[config.mk]
export PLATFORM = sky130hd
export DESIGN_NAME = id_ex_stage_reg
export DESIGN_NICKNAME = d
export VERILOG_FILES = /design/src/rtl/id_ex_stage_reg.sv
export SDC_FILE = /design/constraint.sdc
export NUM_CORES = 1
export LEC_CHECK = 0
export ABC_AREA = 1
export BUFFER_PORTS_ARGS = -buffer_cell sky130_fd_sc_hd__buf_2
export CAP_MARGIN = 20
export CORE_ASPECT_RATIO = 0.8
export CORE_MARGIN = 1.5
export CORE_UTILIZATION = 40
export CTS_CLUSTER_SIZE = 14
export DETAILED_ROUTE_END_ITERATION = 10
export PLACE_DENSITY = 0.8
export SLEW_MARGIN = 20
export SYNTH_ARGS = -nofsm -noshare
export SYNTH_HDL_FRONTEND = slang
export SYNTH_SLANG_ARGS = --single-unit
[constraint.sdc]
create_clock -name clk -period 3.9 [get_ports clk]
set_input_delay 0.195 -clock clk [delete_from_list [all_inputs] [get_ports clk]]
set_output_delay 0.195 -clock clk [all_outputs]
set_load 0.02 [all_outputs]
[src/rtl/id_ex_stage_reg.sv]
// ID/EX pipeline register for the 32-bit ARM core.
// Captures decoded control and data fields for the Execute stage. Instructions
// whose condition fails, or slots holding no instruction, pass through as
// bubbles: their data is kept, but all side-effect controls are cleared.
// A flush inserts an all-zero bubble. A freeze holds the current contents.
module id_ex_stage_reg #(
    parameter int DATA_W = 32,
    parameter int CMD_W  = 4
) (
    input  logic              clk,
    input  logic              rst,
    input  logic              flush,
    input  logic              freeze,
    input  logic              cond_state,
    input  logic              valid_in,
    input  logic [DATA_W-1:0] pc_in,
    input  logic              wb_en_in,
    input  logic              mem_r_en_in,
    input  logic              mem_w_en_in,
    input  logic              b_in,
    input  logic              s_in,
    input  logic [CMD_W-1:0]  exe_cmd_in,
    input  logic              imm_in,
    input  logic [3:0]        dest_in,
    input  logic [DATA_W-1:0] val_rn_in,
    input  logic [DATA_W-1:0] val_rm_in,
    input  logic [11:0]       shift_operand_in,
    input  logic [23:0]       signed_imm_24_in,
    input  logic [3:0]        sr_in,
    output logic              valid_out,
    output logic [DATA_W-1:0] pc_out,
    output logic              wb_en_out,
    output logic              mem_r_en_out,
    output logic              mem_w_en_out,
    output logic              b_out,
    output logic              s_out,
    output logic [CMD_W-1:0]  exe_cmd_out,
    output logic              imm_out,
    output logic [3:0]        dest_out,
    output logic [DATA_W-1:0] val_rn_out,
    output logic [DATA_W-1:0] val_rm_out,
    output logic [11:0]       shift_operand_out,
    output logic [23:0]       signed_imm_24_out,
    output logic [3:0]        sr_out
);

    // A control bit may only take effect for a real instruction whose condition holds.
    logic take;
    assign take = cond_state & valid_in;

    // Control register: the flush bubble wins over a freeze; side effects are gated by take.
    always_ff @(posedge clk or posedge rst) begin
        if (rst) begin
            valid_out    <= 1'b0;
            wb_en_out    <= 1'b0;
            mem_r_en_out <= 1'b0;
            mem_w_en_out <= 1'b0;
            b_out        <= 1'b0;
            s_out        <= 1'b0;
        end else if (flush) begin
            valid_out    <= 1'b0;
            wb_en_out    <= 1'b0;
            mem_r_en_out <= 1'b0;
            mem_w_en_out <= 1'b0;
            b_out        <= 1'b0;
            s_out        <= 1'b0;
        end else if (!freeze) begin
            valid_out    <= valid_in;
            wb_en_out    <= wb_en_in    & take;
            mem_r_en_out <= mem_r_en_in & take;
            mem_w_en_out <= mem_w_en_in & take;
            b_out        <= b_in        & take;
            s_out        <= s_in        & take;
        end
    end

    // Data register: zeroed by a flush, otherwise captured unconditionally unless frozen.
    always_ff @(posedge clk or posedge rst) begin
        if (rst) begin
            pc_out            <= '0;
            exe_cmd_out       <= '0;
            imm_out           <= 1'b0;
            dest_out          <= '0;
            val_rn_out        <= '0;
            val_rm_out        <= '0;
            shift_operand_out <= '0;
            signed_imm_24_out <= '0;
            sr_out            <= '0;
        end else if (flush) begin
            pc_out            <= '0;
            exe_cmd_out       <= '0;
            imm_out           <= 1'b0;
            dest_out          <= '0;
            val_rn_out        <= '0;
            val_rm_out        <= '0;
            shift_operand_out <= '0;
            signed_imm_24_out <= '0;
            sr_out            <= '0;
        end else if (!freeze) begin
            pc_out            <= pc_in;
            exe_cmd_out       <= exe_cmd_in;
            imm_out           <= imm_in;
            dest_out          <= dest_in;
            val_rn_out        <= val_rn_in;
            val_rm_out        <= val_rm_in;
            shift_operand_out <= shift_operand_in;
            signed_imm_24_out <= signed_imm_24_in;
            sr_out            <= sr_in;
        end
    end

endmodule

==> metrics.txt <==
Core ar.=13700 um^2; PD cells=421 nW/um^2; final worst slack=between 2 and 3 ns; top cell type's share of synthesized area=between 60 and 70%; syn_area_per_cell=8.82 um^2; maxcap violations=0; failing checks=hold timing; Setup violations, final=0; initial antenna violation count=0; register bit total from synthesis=151; RePlAce Congestion=between 0.7 and 0.8; share of cells above drive strength 1=about a third; area of the multi-input gates=1730 um^2; fin cells=1266; Commonest cells post-synth=nand2_1 (449), dfrtp_1 (151), buf_2 (19), clkbuf_1 (12), nand3_1 (5); Setup crit start=flush; layout overhead on the synthesized area=63.4%; reg-to-reg endpoint=pc_out[28]$_DFFE_PP0P_; Netlist cell types=9; clk slew on worst S/H paths=0.06 ns; post-synth top area cell=dfrtp_1; worst hold path type=in -> async; syn_nets=798; Initial Utilization=approximately 41%; minimum clock period=1.20 ns; Routed WL per cell=15.3 um; RSZ-0062 raised after global routing=false; EDFF count, synth=0; die area=14900 um^2; dpl hpwl=10.8 mm; Clock Tree Buf Depth=2; CP Capture Point=val_rm_out[18]$_DFFE_PP0P_; H-tree Lvls=4; Ys Warns=0; Synth area leaders=dfrtp_1 (67%), nand2_1 (30%), buf_2 (1.7%), clkbuf_1 (0.80%), nand3_1 (0.44%); root buffer cell=clkbuf_16; most common cell in the netlist=nand2_1; Nets=1229; Mapped Cells=642; Leak=5.52 nW; grt ovf=0; Die Y-Extent=109 um; DP Cell Count=approximately 1.1k; sequential area share after synthesis=66.8%; fin. max-slew vios=0; Cell Area, Synth=5660 um^2; R2R Setup Slk=3.18 ns; setup tns final=0 ns; VDD IR max=0.000373 V; Ports=307; r2r startpoint=pc_out[28]$_DFFE_PP0P_; DRC=0; fin crit share=30.9%; TritonCTS clock tree=yes; Worst Path Arrival=1.54 ns; Fillers=992; FP Rows=38; worst hold slack=-0.00655 ns; Post-CTS Setup Inserts=0; post-DR vias/cell=4.71; startpoint types=input pin; Routed Antenna Nets=0; Slew headroom=between 30% and 40%; status=finished, violations left; Total GRT Usage=25.8%; global-route wire length before repair=around 30 mm; vias in the first global route=5977; Port Buffers=306; Worst setup EP type=flop; Top FF cell, synth=dfrtp_1; largest net degree at the start of global routing=97; Req. time, crit path=4.23 ns; Crit Path Max Fanout=96; DIE WIDTH=roughly 140 um; ys async rst share=between 90% and 100%; via count=slightly below 6k; Slew @ Worst Pin=0.962 ns; Worst R2R Path Depth=2; Place WS=about 2.4 ns; f_max=0.830 GHz; Routed WL=slightly below 20 mm; register area=3780 um^2; Final Hold Viols=17; worst skew pair latency=0.40 ns; DRT iter0 DRCs=429; post-CTS sizing=0; First-pass DRT Iterations=6; CTS buffer count=17; # hold bufs at CTS=~130; Setup Crit Path Kind=in -> reg; clk sinks=151; Max Clock Skew=0 ns
## layout by cell type (no fill, tap or decap)
cell type      netlist  final
buf_4                1      5
inv_2                1      1
buf_2               19    306
nand3_1              5      5
clkbuf_8             0      1
clkbuf_1            12      1
clkinv_4             0      2
clkinvlp_4           0      4
dfrtp_1            151    151
clkinv_2             0      1
inv_6                0      3
inv_1                2      1
inv_8                0      1
nor2_4               0      2
dlygate4sd3_1        0    132
nand2_1            449    449
bufinv_16            0      2
diode_2              0      1
clkbuf_16            0     17
buf_12               0      1
## per-layer routing
layer	vias up	wire [um]	track usage (%)	part of all wire, %
met4	0	565	11.2	2.9
met2	329	10100	46.1	52
li1	2781	-	-	-
met5	-	0	0	0
met1	2807	7040	28.4	36
met3	51	1720	8.02	8.9
## area by class of cell
class | count | area share [%]
antenna | 1 | 0.0271
clock buffer | 19 | 4.79
clock inverter | 12 | 1.54
inverter | 3 | 0.162
multi-input combinational | 456 | 18.7
sequential | 151 | 40.8
tap | 180 | 2.43
timing repair buffer | 444 | 31.5
## per-stage QoR
step           power [mW]  cell area (um^2)  utilization (%)
2_1_floorplan        1.97              5660                -
3_3_place_gp         2.17              7340             53.6
3_5_place_dp         2.18              7340             53.6
4_1_cts              3.91              9250             67.5
5_1_grt              4.05              9250             67.5
6_report             3.90              9250             67.6
## cell families after synthesis
kind of cell	share of synthesized area (%)
simple gates	30.4
flops	66.8
buf+inv	2.81
## worst max-delay path: stages
cell,delay [ns]
buf_2,0.14
nor2_4,0.11
buf_4,0.70
nand2_1,0.18
nand2_1,0.13
## flip-flops by register name, summed over array words and instances (netlist names)
signal             count
imm_out                1
b_out                  1
dest_out               4
val_rm_out            32
mem_w_en_out           1
mem_r_en_out           1
signed_imm_24_out     24
pc_out                32
shift_operand_out     12
s_out                  1
wb_en_out              1
exe_cmd_out            4
valid_out              1
val_rn_out            32
sr_out                 4
## worst min-delay path by stage
stage / to / depth (start not counted)
final: pc_out[9]$_DFFE_PP0P_ / 2
after floorplan: dest_out[0]$_DFFE_PP0P_ / 2
after detailed placement: val_rm_out[0]$_DFFE_PP0P_ / 3
after CTS: wb_en_out$_DFFE_PP0P_ / 3
after global routing: val_rm_out[6]$_DFFE_PP0P_ / 3
after global placement: signed_imm_24_out[6]$_DFFE_PP0P_ / 3
## power breakdown
group          switching, mW  leakage (nW)  internal (mW)  total [mW]
registers             0.0489          2.01           1.65        1.70
logic                  0.329          3.23          0.241       0.570
clock network          0.659         0.278          0.968        1.63
Power figures use the tool's default switching activity.
